===== config.mk =====
export PLATFORM = sky130hd
export DESIGN_NAME = id_ex_decoder
export DESIGN_NICKNAME = d
export VERILOG_FILES = /design/src/rtl/rv_decode_pkg.sv /design/src/rtl/skid_buffer2.sv /design/src/rtl/id_ex_decoder.sv
export SDC_FILE = /design/constraint.sdc
export NUM_CORES = 1
export LEC_CHECK = 0
export ABC_AREA = 1
export CORE_MARGIN = 2
export CORE_UTILIZATION = 49
export CTS_BUF_LIST = sky130_fd_sc_hd__clkbuf_2
export CTS_CLUSTER_SIZE = 14
export DETAILED_ROUTE_END_ITERATION = 10
export GPL_ROUTABILITY_DRIVEN = 0
export PLACE_DENSITY = 0.8
export SYNTH_ARGS = -nofsm -noshare
export SYNTH_HDL_FRONTEND = slang
export SYNTH_SLANG_ARGS = --single-unit

===== constraint.sdc =====
create_clock -name clk -period 2.17 [get_ports clk]
set_clock_uncertainty 0.15 [all_clocks]
set_input_delay 0.434 -clock clk [delete_from_list [all_inputs] [get_ports clk]]
set_output_delay 0.434 -clock clk [all_outputs]
set_load 0.005 [all_outputs]

===== src/rtl/rv_decode_pkg.sv =====
// Shared RV32I decode constants and the decoded ALU/writeback bundle.
// With ILLEGAL_TRAP_EN defined the bundle carries an extra illegal flag.
package rv_decode_pkg;

  localparam int unsigned RV_XLEN = 32;

  localparam logic [6:0] OPC_OP     = 7'b0110011;
  localparam logic [6:0] OPC_OP_IMM = 7'b0010011;
  localparam logic [6:0] OPC_LUI    = 7'b0110111;
  localparam logic [6:0] OPC_AUIPC  = 7'b0010111;
  localparam logic [6:0] OPC_BRANCH = 7'b1100011;

  localparam logic [6:0] FUNCT7_BASE = 7'b0000000;
  localparam logic [6:0] FUNCT7_ALT  = 7'b0100000;

  typedef struct packed {
    logic [6:0]         funct7;
    logic [2:0]         funct3;
    logic [RV_XLEN-1:0] a;
    logic [RV_XLEN-1:0] b;
    logic [4:0]         rd;
    logic               reg_write;
    logic               is_branch;
    logic [2:0]         branch_cond;
`ifdef ILLEGAL_TRAP_EN
    logic               illegal;
`endif
  } bundle_t;

  localparam int unsigned BUNDLE_W = $bits(bundle_t);

endpackage


===== src/rtl/skid_buffer2.sv =====
// Generic 2-entry valid/ready buffer. in_ready_o is a flop, so there is no
// combinational path from out_ready_i to in_ready_o.
module skid_buffer2 #(
  parameter int unsigned Width = 8,
  parameter int unsigned Depth = 2
) (
  input  logic             clk_i,
  input  logic             rst_i,
  input  logic             flush_i,
  input  logic             in_valid_i,
  output logic             in_ready_o,
  input  logic [Width-1:0] in_data_i,
  output logic             out_valid_o,
  input  logic             out_ready_i,
  output logic [Width-1:0] out_data_o
);

  if (Depth != 2) begin : g_bad_depth
    $error("skid_buffer2 supports Depth == 2 only");
  end

  typedef enum logic [1:0] {StEmpty, StOne, StFull} state_e;

  state_e           state_q, state_d;
  logic [Width-1:0] head_q, head_d;
  logic [Width-1:0] tail_q, tail_d;
  logic             in_ready_q, in_ready_d;
  logic             push, pop;

  assign out_valid_o = (state_q != StEmpty);
  assign in_ready_o  = in_ready_q;
  assign out_data_o  = head_q;
  assign push        = in_valid_i & in_ready_q;
  assign pop         = out_valid_o & out_ready_i;

  always_comb begin
    state_d = state_q;
    head_d  = head_q;
    tail_d  = tail_q;
    // flush also swallows a same-cycle push
    if (flush_i) begin
      state_d = StEmpty;
    end else begin
      unique case (state_q)
        StEmpty: begin
          if (push) begin
            head_d  = in_data_i;
            state_d = StOne;
          end
        end
        StOne: begin
          unique case ({push, pop})
            2'b11: head_d = in_data_i;
            2'b10: begin
              tail_d  = in_data_i;
              state_d = StFull;
            end
            2'b01: state_d = StEmpty;
            default: ;
          endcase
        end
        StFull: begin
          if (pop) begin
            head_d  = tail_q;
            state_d = StOne;
          end
        end
        default: state_d = StEmpty;
      endcase
    end
    in_ready_d = (state_d != StFull);
  end

  always_ff @(posedge clk_i) begin
    if (rst_i) begin
      state_q    <= StEmpty;
      head_q     <= '0;
      tail_q     <= '0;
      in_ready_q <= 1'b1;
    end else begin
      state_q    <= state_d;
      head_q     <= head_d;
      tail_q     <= tail_d;
      in_ready_q <= in_ready_d;
    end
  end

endmodule


===== src/rtl/id_ex_decoder.sv =====
// RV32I decode/issue stage: combinational decode into a 2-entry skid buffer.
// Define ILLEGAL_TRAP_EN to flag unsupported encodings on the illegal port.
module id_ex_decoder
  import rv_decode_pkg::*;
#(
  parameter int unsigned XLEN  = 32,
  parameter int unsigned DEPTH = 2
) (
  input  logic            clk,
  input  logic            rst,
  input  logic            flush,
  input  logic            in_valid,
  output logic            in_ready,
  input  logic [31:0]     instr,
  input  logic [XLEN-1:0] pc,
  input  logic [XLEN-1:0] rs1_data,
  input  logic [XLEN-1:0] rs2_data,
  output logic            out_valid,
  input  logic            out_ready,
  output logic [6:0]      alu_funct7,
  output logic [2:0]      alu_funct3,
  output logic [XLEN-1:0] alu_a,
  output logic [XLEN-1:0] alu_b,
  output logic [4:0]      rd,
  output logic            reg_write,
  output logic            is_branch,
  output logic [2:0]      branch_cond,
  output logic            illegal
);

  if (XLEN != RV_XLEN) begin : g_bad_xlen
    $error("id_ex_decoder supports XLEN == 32 only");
  end

  bundle_t         dec;
  bundle_t         out_q;
  logic            legal;
  logic            rw;
  logic [2:0]      f3;
  logic [XLEN-1:0] imm_i;
  logic [XLEN-1:0] imm_u;

  assign f3    = instr[14:12];
  assign imm_i = {{20{instr[31]}}, instr[31:20]};
  assign imm_u = {instr[31:12], 12'b0};

  always_comb begin
    dec   = '0;
    legal = 1'b1;
    rw    = 1'b0;
    unique case (instr[6:0])
      OPC_OP: begin
        dec.funct7 = instr[31:25];
        dec.funct3 = f3;
        dec.a      = rs1_data;
        dec.b      = rs2_data;
        rw         = 1'b1;
`ifdef ILLEGAL_TRAP_EN
        if (instr[31:25] != FUNCT7_BASE && instr[31:25] != FUNCT7_ALT) legal = 1'b0;
`endif
      end
      OPC_OP_IMM: begin
        dec.funct3 = f3;
        dec.a      = rs1_data;
        // shift immediates carry only the shamt; bit 30 is the SRAI selector
        if (f3 == 3'b001 || f3 == 3'b101) dec.b = {27'b0, instr[24:20]};
        else                              dec.b = imm_i;
        dec.funct7 = (f3 == 3'b101 && instr[30]) ? FUNCT7_ALT : FUNCT7_BASE;
        rw         = 1'b1;
      end
      OPC_LUI: begin
        dec.b = imm_u;
        rw    = 1'b1;
      end
      OPC_AUIPC: begin
        dec.a = pc;
        dec.b = imm_u;
        rw    = 1'b1;
      end
      OPC_BRANCH: begin
        dec.a           = rs1_data;
        dec.b           = rs2_data;
        dec.funct7      = FUNCT7_ALT;
        dec.is_branch   = 1'b1;
        dec.branch_cond = f3;
      end
      default: legal = 1'b0;
    endcase
    dec.rd        = instr[11:7];
    dec.reg_write = rw & (instr[11:7] != 5'd0);
    if (!legal) dec = '0;
`ifdef ILLEGAL_TRAP_EN
    dec.illegal = ~legal;
`endif
  end

  skid_buffer2 #(
    .Width (BUNDLE_W),
    .Depth (DEPTH)
  ) u_skid (
    .clk_i       (clk),
    .rst_i       (rst),
    .flush_i     (flush),
    .in_valid_i  (in_valid),
    .in_ready_o  (in_ready),
    .in_data_i   (dec),
    .out_valid_o (out_valid),
    .out_ready_i (out_ready),
    .out_data_o  (out_q)
  );

  assign alu_funct7  = out_q.funct7;
  assign alu_funct3  = out_q.funct3;
  assign alu_a       = out_q.a;
  assign alu_b       = out_q.b;
  assign rd          = out_q.rd;
  assign reg_write   = out_q.reg_write;
  assign is_branch   = out_q.is_branch;
  assign branch_cond = out_q.branch_cond;
`ifdef ILLEGAL_TRAP_EN
  assign illegal     = out_q.illegal;
`else
  assign illegal     = 1'b0;
`endif

endmodule

==> results.txt <==
----------------------------------------------------
[Die]
  DIE AREA ... 0.0185 mm2
  Number of placement rows ... 48
  Die width ... 136 um
  Initial cell density of the core ... 49.7%
  IO Pins ... 220
  Core region area ... 0.0172 mm2
  Overall die height ... 136 um

[Power and ir drop]
  Worst-case vdd ir drop ... 302 uV
  Total power ... 5.89 mW
  Leakage power summed over all cells ... 5.87 nW
  Cell area power density ... 517 mW/mm2

[Global route]
  Initial antenna violation count ... 1
  Global route total overflow ... 0
  Largest net degree at the start of global routing ... 102
  First-pass GRT wire length ... 40100 um
  GRT Resource Usage Total ... 27.2%
  Vias in the first global route ... 8230

[Logic synthesis]
  Number of synthesized flops with an enable pin ... 0
  Flops & latches, synth ... 171
  Number of cells produced by synthesis ... 1313
  Share of synthesized registers carrying an async set or reset ... 0%
  Fraction of the yosys area taken by sequential cells ... 40.1%
  Number of distinct library cells after synthesis ... 24
  Total standard cell area after synthesis ... 0.00853 mm2
  Area share of the leading cell type in the synthesized netlist ... 40.1%
  Top cells by area in the synthesized netlist ... dfxtp_1 (40%), nand2_1 (18%), a21oi_1 (9.7%)
  Largest area contributor in the netlist ... dfxtp_1
  Average footprint of a synthesized cell ... 6.50 um2
  Flip-flop cell with the highest count after synthesis ... dfxtp_1
  Number of synthesis warnings ... 0
  Syn Nets ... 1446

[Timing]
  Final hold slack ... 145 ps
  Fin worst setup slack ... 126 ps
  Setup repair after global routing missed its margin ... no
  Minimum period implied by the final worst setup slack ... 2040 ps
  Final clock period utilization by the worst path ... 94.2%
  Setup Viol. Count Final ... 0
  Highest Clock Rate ... 0.489 GHz
  Endpoints failing hold ... 0
  Max-slew violations ... 0

[Worst setup path]
  Crit Path Class ... flop to output port
  Slowest-stage cell, CP ... dfxtp_4
  Largest stage delay on the critical path ... 410 ps
  Internal reg-to-reg setup slack ... 330 ps
  Ordered cell list for the critical path ... inv_2, nand2_1, clkdlybuf4s15_1
  RR Startpoint ... u_skid.state_q[1]
  Type of element launching the critical path ... flop
  Count of buffer and inverter cells on the critical path ... 2
  Crit path required time ... 1590 ps
  Worst Path Arrival ... 1460 ps
  Reg2reg end ... u_skid.out_data_o[40]
  Reg2reg path depth ... 8
  Critical Path Fanout Max ... 2
  CP startpoint ... u_skid.state_q[1]
  Crit. End Element ... output port
  Kind of cell adding the most delay to the critical path ... flip-flops

[Place]
  Count of input and output buffers ... 218
  Post-placement setup slack ... -83.2 ps
  Detailed-placement wirelength estimate ... 17200 um
  Area after detailed placement ... 0.0111 mm2

[Detailed routing]
  DR vias/cell ... 5.12
  DRT iter0 DRCs ... 534
  WL per Instance ... 14.4 um
  DR pass1 iterations ... 5
  Residual antenna-violating net count after detailed routing ... 0
  Total wirelength of the detailed-routed design ... 25200 um
  Via total after detailed routing ... 8967
  # DRC ... 0

[Flow run]
  Max-cap violations ... 0

[Clock network]
  Buffer type at the clock tree root ... clkbuf_2
  Worst-path clk slew ... 260 ps
  H-tree depth ... 4
  Hold-fix buffer count after cts ... 0
  Longest Clk Path Bufs ... 2
  Clock Latency Late Sink ... 730 ps
  TritonCTS clock tree ... yes
  Total CTS buffers ... 17
  Clock sink count ... 171

[Final layout]
  Fraction of layout cells with a size suffix above 1 ... 12.0%
  Fin area ... 0.0114 mm2
  Commonest non-fill, non-tap cells in the layout ... nand2_1 (419), inv_1 (176), a21oi_1 (166)
  Synthesis-to-finish area growth ... 33.4%
  Final Net Count ... 1646
  Most common cell after layout, fill and taps aside ... nand2_1
  Count of fill cells added during filler insertion ... 1563

[Run status]
  Result of the run ... complete, no violations

[Worst hold path]
  Worst min path class ... input pin to flop
  Hold path startpoint ... instr[11]
  Hold depth ... 3
  Hold worst-path end ... u_skid.tail_q[9]

----------------------------------------------------
==> logic make-up after synthesis <==
family                    count (synthesis)  synth area share, %
other                                     1               0.0439
xor gates and xnor gates                  1                0.103
and+or+nand+nor                         534                 24.8
AOI/OAI and AO/OA                       334                 21.7
DFF                                     171                 40.1
buffers and inverters                   272                 13.3
==> worst reg2reg max path: stages (launching register included) <==
cell     delay, ps
dfxtp_4        410
buf_4          110
nand2_2         80
a21oi_1        130
inv_1           80
nand2_4        100
buf_12         350
a21oi_1        150
a21oi_1        190
==> synthesized netlist by cell type, types with 3 or more instances <==
master / count
buf_4: 12
buf_2: 32
o21ai_1: 24
inv_2: 4
nor3_1: 7
nor2_1: 36
nand2_1: 420
buf_6: 4
buf_1: 4
inv_1: 178
a21oi_1: 166
o21a_1: 65
nand3_1: 63
dfxtp_1: 171
nor2_2: 3
clkbuf_1: 38
o21ai_0: 76
==> power by group <==
group          total [mW]  internal [mW]  switching [mW]
Combinational       0.954          0.499           0.455
Sequential           3.34           3.28          0.0601
Clock                1.59          0.431            1.16
Total                5.89           4.21            1.67
==> how the worst max path moves through the flow <==
stage	to	slack, ps	cells after the start
floorplan	u_skid.tail_q[43]	540	10
global placement	u_skid.out_data_o[3]	-30	10
detailed placement	u_skid.out_data_o[51]	-80	10
CTS	out_valid	6	3
global route	out_valid	20	3
finish	out_valid	130	3
==> routing by layer <==
layer	vias to the layer above	share of wire [%]	global-route usage, %	wire [um]
li1	4524	-	-	-
met1	4053	44	36.1	11000
met2	336	46	44.2	11700
met3	54	6.3	4.10	1580
met4	0	3.5	11.7	885
met5	-	0	0	0
==> layout make-up <==
class | count | area (um2) | share of cell area [%]
inverter | 182 | 687 | 6.04
sequential | 171 | 3530 | 31.0
multi-input combinational | 870 | 3990 | 35.0
clock buffer | 19 | 95.1 | 0.836
timing repair buffer | 271 | 2670 | 23.5
clock inverter | 13 | 120 | 1.06
tap | 225 | 282 | 2.47
antenna | 2 | 5.00 | 0.0440
==> stage by stage <==
stage          utilization (%)  TNS (ps)  std cells
4_1_cts                   66.2         0       1751
6_report                  66.3         0       1753
3_3_place_gp              64.8      -476       1715
3_5_place_dp              64.8     -3050       1715
5_1_grt                   66.2         0       1752
2_1_floorplan                -         0       1313
==> repair_timing <==
| action | CTS | global route |
|---|---|---|
| pin swaps | 0 | 0 |
| endpoints found under the setup margin | 86 | 1 |
| resized for setup | 171 | 1 |
| buffers inserted | 4 | 0 |
==> registers in the layout, summed over array words and instances (netlist names) <==
name and cells:
u_skid.out_data_o 84, u_skid.tail_q 84, u_skid.state_q 2, u_skid.in_ready_o 1
(Power assumes the default switching activity.)
